## src/rtl/jtag_master.sv

```systemverilog
// JTAG master: walks the TAP state machine from command requests and returns captured TDO.
// Optional JTAG_MASTER_LOOPBACK_EN adds a loopback port that captures driven TDI instead of TDO.
module jtag_master #(
    parameter int unsigned CLK_DIV = 4,
    parameter int unsigned MAX_LEN = 16
) (
    input  logic               CLK,
    input  logic               RST_N,
    input  logic               cmd_valid,
    output logic               cmd_ready,
    input  logic [1:0]         cmd_op,
    input  logic [7:0]         cmd_len,
    input  logic [MAX_LEN-1:0] cmd_data,
    output logic               rsp_valid,
    input  logic               rsp_ready,
    output logic [MAX_LEN-1:0] rsp_data,
    output logic               rsp_err,
    output logic               TCK,
    output logic               TMS,
    output logic               TDI,
`ifdef JTAG_MASTER_LOOPBACK_EN
    input  logic               loopback,
`endif
    input  logic               TDO
);

    localparam int unsigned IW       = (MAX_LEN > 1) ? $clog2(MAX_LEN) : 1;
    localparam logic [7:0]  DIV_LAST = 8'(CLK_DIV - 1);

    localparam logic [1:0] OpRst = 2'b00;
    localparam logic [1:0] OpIr  = 2'b01;
    localparam logic [1:0] OpDr  = 2'b10;
    localparam logic [1:0] OpRun = 2'b11;

    typedef enum logic [2:0] {
        StInitRst,
        StIdle,
        StRstSeq,
        StPre,
        StShift,
        StPost,
        StRun,
        StResp
    } state_t;

    state_t             state_q, state_d;
    logic [7:0]         bit_q, bit_d;
    logic [7:0]         div_q, div_d;
    logic [7:0]         len_q, len_d;
    logic [1:0]         op_q, op_d;
    logic [MAX_LEN-1:0] data_q, data_d;
    logic [MAX_LEN-1:0] cap_q, cap_d;
    logic               err_q, err_d;
    logic               tck_q, tck_d;
    logic               tms_q, tms_d;
    logic               tdi_q, tdi_d;
    logic               tdo_meta_q, tdo_sync_q;
    logic               sample;
    logic               len_bad;
    logic               bit_last;
    logic [7:0]         seq_len;

`ifdef JTAG_MASTER_LOOPBACK_EN
    assign sample = loopback ? tdi_q : tdo_sync_q;
`else
    assign sample = tdo_sync_q;
`endif

    assign cmd_ready = (state_q == StIdle);
    assign rsp_valid = (state_q == StResp);
    assign rsp_data  = (state_q == StResp) ? cap_q : '0;
    assign rsp_err   = err_q;
    assign TCK       = tck_q;
    assign TMS       = tms_q;
    assign TDI       = tdi_q;

    always_comb begin
        len_bad = 1'b0;
        unique case (cmd_op)
            OpIr, OpDr: len_bad = (cmd_len == 8'd0) || ({24'd0, cmd_len} > MAX_LEN);
            OpRun:      len_bad = (cmd_len == 8'd0);
            default:    len_bad = 1'b0;
        endcase
    end

    // Number of TCK cycles spent in the current sequence state.
    always_comb begin
        seq_len = 8'd1;
        unique case (state_q)
            StInitRst, StRstSeq: seq_len = 8'd6;
            StPre:               seq_len = (op_q == OpIr) ? 8'd4 : 8'd3;
            StShift, StRun:      seq_len = len_q;
            StPost:              seq_len = 8'd2;
            default:             seq_len = 8'd1;
        endcase
    end

    assign bit_last = (bit_q == seq_len - 8'd1);

    always_comb begin
        state_d = state_q;
        bit_d   = bit_q;
        div_d   = div_q;
        tck_d   = tck_q;
        op_d    = op_q;
        len_d   = len_q;
        data_d  = data_q;
        cap_d   = cap_q;
        err_d   = err_q;
        unique case (state_q)
            StIdle: begin
                if (cmd_valid) begin
                    op_d   = cmd_op;
                    len_d  = cmd_len;
                    data_d = cmd_data;
                    cap_d  = '0;
                    err_d  = 1'b0;
                    bit_d  = 8'd0;
                    div_d  = 8'd0;
                    tck_d  = 1'b0;
                    if (len_bad) begin
                        state_d = StResp;
                        err_d   = 1'b1;
                    end else begin
                        unique case (cmd_op)
                            OpRst:      state_d = StRstSeq;
                            OpIr, OpDr: state_d = StPre;
                            default:    state_d = StRun;
                        endcase
                    end
                end
            end
            StResp: begin
                if (rsp_ready) begin
                    state_d = StIdle;
                    cap_d   = '0;
                    err_d   = 1'b0;
                end
            end
            default: begin
                if (div_q != DIV_LAST) begin
                    div_d = div_q + 8'd1;
                end else if (!tck_q) begin
                    tck_d = 1'b1;
                    div_d = 8'd0;
                end else begin
                    // Last CLK of the high phase: capture and step to the next bit.
                    tck_d = 1'b0;
                    div_d = 8'd0;
                    if (state_q == StShift) begin
                        cap_d[bit_q[IW-1:0]] = sample;
                    end
                    if (!bit_last) begin
                        bit_d = bit_q + 8'd1;
                    end else begin
                        bit_d = 8'd0;
                        unique case (state_q)
                            StInitRst: state_d = StIdle;
                            StPre:     state_d = StShift;
                            StShift:   state_d = StPost;
                            default:   state_d = StResp;
                        endcase
                    end
                end
            end
        endcase
    end

    // TMS/TDI follow the bit being entered, so they change only where a low phase starts.
    always_comb begin
        tms_d = 1'b0;
        tdi_d = 1'b0;
        unique case (state_d)
            StInitRst, StRstSeq: tms_d = (bit_d < 8'd5);
            StPre:   tms_d = (op_d == OpIr) ? (bit_d < 8'd2) : (bit_d == 8'd0);
            StShift: begin
                tms_d = (bit_d == len_d - 8'd1);
                tdi_d = data_d[bit_d[IW-1:0]];
            end
            StPost:  tms_d = (bit_d == 8'd0);
            default: begin
                tms_d = 1'b0;
                tdi_d = 1'b0;
            end
        endcase
    end

    always_ff @(posedge CLK or negedge RST_N) begin
        if (!RST_N) begin
            state_q <= StInitRst;
            bit_q   <= 8'd0;
            div_q   <= 8'd0;
            len_q   <= 8'd0;
            op_q    <= OpRst;
            data_q  <= '0;
            cap_q   <= '0;
            err_q   <= 1'b0;
            tck_q   <= 1'b0;
            tms_q   <= 1'b1;
            tdi_q   <= 1'b0;
        end else begin
            state_q <= state_d;
            bit_q   <= bit_d;
            div_q   <= div_d;
            len_q   <= len_d;
            op_q    <= op_d;
            data_q  <= data_d;
            cap_q   <= cap_d;
            err_q   <= err_d;
            tck_q   <= tck_d;
            tms_q   <= tms_d;
            tdi_q   <= tdi_d;
        end
    end

    always_ff @(posedge CLK or negedge RST_N) begin
        if (!RST_N) begin
            tdo_meta_q <= 1'b0;
            tdo_sync_q <= 1'b0;
        end else begin
            tdo_meta_q <= TDO;
            tdo_sync_q <= tdo_meta_q;
        end
    end

endmodule

```

## config.mk

```make
export PLATFORM = sky130hd
export DESIGN_NAME = jtag_master
export DESIGN_NICKNAME = d
export VERILOG_FILES = /design/src/rtl/jtag_master.sv
export SDC_FILE = /design/constraint.sdc
export NUM_CORES = 1
export LEC_CHECK = 0
export ABC_AREA = 1
export CELL_PAD_IN_SITES_DETAIL_PLACEMENT = 0
export CELL_PAD_IN_SITES_GLOBAL_PLACEMENT = 1
export CORE_ASPECT_RATIO = 1.2
export CORE_UTILIZATION = 41
export CTS_CLUSTER_SIZE = 16
export DETAILED_ROUTE_END_ITERATION = 10
export PLACE_DENSITY = 0.84
export SYNTH_ARGS = -nofsm -noshare
export SYNTH_HDL_FRONTEND = slang
export SYNTH_SLANG_ARGS = --single-unit
export TNS_END_PERCENT = 50
```

## constraint.sdc

```tcl
create_clock -name CLK -period 3.78 [get_ports CLK]
set_clock_uncertainty 0.15 [all_clocks]
set_input_delay 0.756 -clock CLK [delete_from_list [all_inputs] [get_ports CLK]]
set_output_delay 0.756 -clock CLK [all_outputs]
set_load 0.01 [all_outputs]
```

* Word level (Yosys, flattened, before mapping)
Index checks and enable logic that the tools add are counted.
Widths: inputs -> output; s select.
** Operators by class
- Equality and inequality tests :: 23
- Reduce and logical (&&, ||, !) cells :: 18
- $add $sub $neg :: 4
- Magnitude comparators :: 6
- Muxes and demuxes :: 49
- Bitwise gates (word level) :: 1
** Operators by type and width (number)
- $mux 16 :: 8
- $mux 8 :: 8
- $pmux 16 s2 :: 1
- $pmux 8 s2 :: 2
- $pmux 8 s4 :: 1
- $mux 3 :: 7
- $eq 3x3->1 const B :: 6
- $add 8x1->8 const B :: 2
- $bwmux 16 :: 1
- $eq 8x8->1 :: 2
- $logic_not 8->1 :: 2
- $sub 8x1->8 const B :: 2
- $eq 3x2->1 const B :: 4
- $pmux 3 s2 :: 2
- $lt 4x5->1 const B :: 2
- $mux 1 :: 10
- $pmux 3 s3 :: 1
- $gt 8x5->1 const B :: 1
- $lt 8x2->1 const B :: 1
- $lt 8x3->1 const B :: 1
- $ne 8x2->1 const B :: 1
- $reduce_or 2->1 :: 4
- $eq 2x1->1 const B :: 3
- $logic_not 3->1 :: 2
- 20 further kinds :: 27
** Word-level totals
- Register bits :: 67
- Word-level logic and storage cells :: 114

* Longest topological paths before layout
Gate-level depths: netlist of the first run.
- Depth after elaboration :: 12
- Depth in mapped cells :: 27
- Mapped depth without buffers :: 26

* Least setup slack after synthesis of the first run
Ideal clock, no wire load.
- Kind :: register -> register
- From :: reg state_q[0]
- To :: reg tdi_q (netlist: TDI)
- Period minus slack after synthesis :: 2.788 ns
- Required time :: 3.515 ns
- Stages on the path, launching flop included :: 25
- Slack :: 0.992 ns
- Arrival :: 2.522 ns
- Library setup time :: 0.115 ns
- Cell sequence :: dfrtp_1 -> buf_6 -> nand2_2 -> nor2_1 -> nand2_1 -> inv_1 -> nor2_4 -> ha_1 -> xor2_1 -> nand2_1 -> nand2_1 -> inv_1 -> nor2_1 -> nand2_1 -> nor2_4 -> nand2_2 -> nand3_2 -> nand2_4 -> nand2_4 -> buf_6 -> nand3_1 -> o21ai_0 -> a21oi_1 -> nor2_1 -> nor2_1
** Between the ends
- Word-level cells in the longest chain between the ends :: 12
- Elaborated cells on any way between the ends :: 29
- Classes of those cells :: add/sub: 1; eq/ne: 9; mux: 16; reduce/logical: 3
** RTL lines
- from (decl) :: line 46 : state_t state_q, state_d;
- from (signal assigned) :: line 190 : state_q <= StInitRst;
- from (signal assigned) :: line 202 : state_q <= state_d;
- $eq 3x3->1 (tied with other cells) :: line 89, 157
- $reduce_or 2->1 :: line 89 : unique case (state_q)
- $pmux 8 s4 :: line 89
- $sub 8x1->8 :: line 98 : assign bit_last = (bit_q == seq_len - 8'd1);
- $eq 8x8->1 :: line 98
- $mux 8 :: line 153 : if (!bit_last) begin
- $mux 8 :: line 143 : end else if (!tck_q) begin
- $mux 8 :: line 141 : if (div_q != DIV_LAST) begin
- $pmux 8 s2 :: line 110 : unique case (state_q)
- $bmux 1 s4 :: line 178 : tdi_d = data_d[bit_d[IW-1:0]];
- $mux 1 (not written as such) :: line 178
- $mux 1 * :: line 173 : unique case (state_d)
- net tdi_d :: line 56 : logic tdi_q, tdi_d;
- to (signal assigned) :: line 212 : tdi_q <= tdi_d;
- to (decl) :: line 56
Mark *: on every way through the listed nets, which the timed path passes. The rest lies on a longest branch. The select of a mux whose other input is x is not followed.
A chain may end at the register's enable or synchronous reset.

* Final worst setup path of the first run
- From :: reg state_q[0]
- To :: reg tms_q (netlist: TMS)
** Between the ends
- Word-level cells in the longest chain between the ends :: 12
- Elaborated cells on any way between the ends :: 40
- Classes of those cells :: add/sub: 2; order compare: 2; eq/ne: 14; mux: 16; reduce/logical: 6
** RTL lines
- $eq 3x3->1 (tied with other cells) :: line 89
- $reduce_or 2->1 :: line 89
- $pmux 8 s4 :: line 89
- $sub 8x1->8 :: line 98
- $eq 8x8->1 :: line 98
- $mux 8 :: line 153
- $mux 8 :: line 143
- $mux 8 :: line 141
- $pmux 8 s2 * :: line 110
- net bit_d[2] :: line 47 : logic [7:0] bit_q, bit_d;
- $lt 8x2->1 or $logic_not 8->1 (tied branches) :: line 175, 180
- $mux 1 :: line 175 : StPre: tms_d = (op_d == OpIr) ? (bit_d < 8'd2) : (bit_d == 8'd0);
- $pmux 1 s4 * :: line 173
- net tms_d :: line 55 : logic tms_q, tms_d;
- to (signal assigned) :: line 211 : tms_q <= tms_d;
- to (decl) :: line 55
Mark *: on every way through the listed nets, which the timed path passes. The rest lies on a longest branch.

==> flow_metrics.py, run 1 <==
metrics = {
    "run_status": {
        "status": "completed",
    },
    "clock_network": {
        "postCtsSetupBuffers": 0,
        "tritoncts": "yes",
        "h-tree-depth": 3,
        "clkSinkCount": 67,
        "holdBufCountCts": 0,
        "cts_resized": 0,
        "cts_buffers": 9,
        "root_buffer": "clkbuf_16",
        "cts.reportedPaths.clkPinSlew_ns": 0.06,
        "cts_buffer_depth": 2,
        "insertion_delay_ns": 0.34,
    },
    "synthesis": {
        "netlist_top_cells_count": "159 x nand2_1, 117 x inv_1, 76 x nor2_1",
        "synth.avg_cell_area_sq_um": 6.96,
        "postSynthNetCount": 698,
        "synth_cell_type_count": 41,
        "sequential_element_share_of_the_synthesized_area_pct": 36.7,
        "post-synth-top-area-fraction_pct": 36.1,
        "synth.yosys.warnings": 0,
        "syn_inst": 657,
        "mappedNetlistArea_sq_um": 4570,
        "synth_top_cell_by_area": "dfrtp_1",
        "leading_cell_type_by_number_of_instances_after_synthesis": "nand2_1",
        "synthTopCellsByArea": "dfrtp_1 36%, nand2_1 13%, inv_1 9.6%, nor2_1 6.2%, nand3_1 5.8%",
        "synth-edff-count": 0,
        "asyncSetResetFlopFracSynth_pct": 100,
        "synth.ff_latch_count": 67,
        "synth-main-ff-cell": "dfrtp_1",
    },
    "grt": {
        "antenna_found_initial": 0,
        "via_count_of_the_first_global_routing_pass": 4080,
        "grt_first_pass_wirelength_microns": 19100,
        "grt_use_total_pct": 20.8,
        "grt_start_max_net_pins": 68,
        "global_route.overflow_total": 0,
    },
    "power_and_ir_drop": {
        "seqPwrFrac_pct": 42.7,
        "power_per_cell_area_nw_per_um2": 303,
        "power.leakage_nw": 2.79,
        "net-switching-power_mw": 0.338,
        "clock_power_share_pct": 54.0,
        "p_int_mw": 1.34,
        "design_power_total_mw": 1.68,
        "combPwrFrac_pct": 3.3,
        "p_sw_share_pct": 20.1,
        "vdd.ir_drop.worst_uv": 232,
    },
    "sta": {
        "final-hold-violation-count": 0,
        "rsz_0062_raised_after_global_routing": "false",
        "final.period_utilization_pct": 85.6,
        "setup_viol": 0,
        "setup-tns-final_ns": 0,
        "final.hold.worst_slack_ns": 0.201,
        "worst-slew-pin-transition_ns": 0.887,
        "period_needed_ns": 3.24,
        "max_freq_ghz": 0.309,
        "timing.final.max_slew_violations": 0,
        "maxSlewHeadroom_pct": 40.9,
    },
    "setup_path": {
        "cp.arrival_ns": 3.37,
        "cp-start-kind": "flip-flop",
        "cp.buffers_inverters": 4,
        "crit_type": "reg -> reg",
        "worst_path_largest_cell_delay_ns": 0.61,
        "critPathMaxFanout": 8,
        "worst_ep_required_time_ns": 3.91,
        "crit_path_end_kind": "flip-flop",
        "crit_top_cell": "nand2_1",
        "cpLargestDelayFamily": "simple AND/OR/NAND/NOR gates",
        "critPathSlowestCell": "dfrtp_1",
    },
    "detailed_routing": {
        "wl_microns": 11100,
        "drt-pass1-iter-count": 6,
        "avgViaCountPerCell": 4.94,
        "drc_errors": 0,
        "drt_iter0_drcs": 218,
        "final_antenna_net_count": 0,
        "dr_total_vias": 4180,
        "routed_length_per_instance_microns": 13.1,
    },
    "cells_and_area": {
        "final_cells": 847,
        "post-route-cell-area_sq_um": 5550,
        "antenna_cells_inserted": 0,
        "area_delta_synth_final_pct": 21.4,
        "num-nets-final": 754,
        "layout-drive-gt1-share_pct": 10.6,
    },
    "min_path": {
        "worst_min_path_class": "reg -> reg",
    },
    "floorplan": {
        "num_io_pins": 53,
        "die_w_microns": 98.4,
        "std_cell_rows": 41,
        "initial_core_util_pct": 42.9,
        "dieHeight_microns": 118,
        "die_footprint_sq_um": 11600,
        "core_area_sq_um": 10700,
    },
    "placed_design": {
        "placedCellCount": 831,
        "hpwlAfterDp_microns": 8410,
        "routabilityCongestion": 0.895,
        "dpl_cell_area_sq_um": 5230,
        "placement.io_buffers": 52,
    },
    "flow_run": {
        "number_of_max_cap_violations": 0,
    },
}
-- metal layers --
| layer | up-vias | GRT usage [%] | part of all wire (%) |
|---|---|---|---|
| li1 | 2184 | - | - |
| met1 | 1903 | 25.7 | 45 |
| met2 | 77 | 35.7 | 51 |
| met3 | 16 | 3.33 | 2.7 |
| met4 | 0 | 8.68 | 1.9 |
| met5 | - | 0 | 0 |
-- cells in the final DEF, fill, tap and decap left out, drive strengths merged, types with 2 or more instances in the layout --
cell	netlist	final
nand3	60	60
o22ai	16	16
a21oi	25	25
nor3	7	7
dfrtp	66	66
or2	7	7
nand4	7	7
nand3b	3	3
clkinv	0	2
bufinv	0	2
ha	10	10
xor2	12	12
buf	4	8
nand2	179	179
clkdlybuf4s50	0	51
inv	123	123
o211ai	2	2
nor4	3	3
o31ai	2	2
nor2	85	85
o21ai	28	28
clkbuf	10	12
-- power by group through the flow --
stage | Clock (mW) | Sequential, mW | Combinational (mW)
after global routing | 0.958 | 0.719 | 0.0627
after CTS | 0.925 | 0.719 | 0.0577
after global placement | 0 | 0.732 | 0.0568
final | 0.908 | 0.719 | 0.0554
after detailed placement | 0 | 0.732 | 0.0575
after floorplan | 0 | 0.732 | 0.00614
-- per-stage QoR --
| stage | worst slack (ns) | util, % |
|---|---|---|
| after floorplan | 0.992 | - |
| after global placement | 0.332 | 49.0 |
| after detailed placement | 0.317 | 49.0 |
| after CTS | 0.534 | 52.0 |
| after global routing | 0.187 | 52.0 |
| final | 0.543 | 52.0 |
-- path summary, 6_finish.rpt --
check	start	endpoint	slack [ns]	depth (start not counted)
setup / recovery	state_q[0]	TMS	0.54	26
max in group asynchronous	RST_N	data_q[6]	2.41	2
hold reg to reg	tdo_meta_q	sample	0.20	0
hold / removal	tdo_meta_q	sample	0.20	0
min in group asynchronous	RST_N	len_q[1]	0.46	2
setup reg to reg	state_q[0]	TMS	0.54	26
-- cell families (layout without fill, tap and decap cells) --
logic type,Yosys count,count (layout),synth area share [%]
buffers and inverters,137,198,11.7
adder cells (fa/ha/maj),10,10,2.74
AND/OR/NAND/NOR,352,352,36.3
AO/OA/AOI/OAI,78,78,10.0
flip-flops,67,67,36.7
XOR/XNOR,13,13,2.49
-- sequential cells by signal, indices dropped and copies added (netlist names) --
signal	flops
TCK	1
TDI	1
TMS	1
bit_q	8
cap_q	16
data_q	16
div_q	8
len_q	8
op_q	2
rsp_err	1
sample	1
state_q	3
tdo_meta_q	1
-- layout make-up --
type	count	area [sq um]
inverter	123	464
sequential	67	1680
tap	129	161
clock buffer	12	246
fill	1074	5120
multi-input combinational	453	2360
timing repair buffer	59	568
clock inverter	4	73.8
Note: power is estimated with default switching activity, not from simulation.
==> run 2, diff against run 1 <==
Settings changed: CTS_CLUSTER_DIAMETER set to 60.
==> results of run 2 <==
No change in the layout: final DEF, timing and power equal those of run 1.
==> run 3, diff against run 2 <==
Settings changed: CTS_CLUSTER_SIZE 16 to not set.
==> results of run 3 <==
No change in the layout: final DEF, timing and power equal those of run 1.
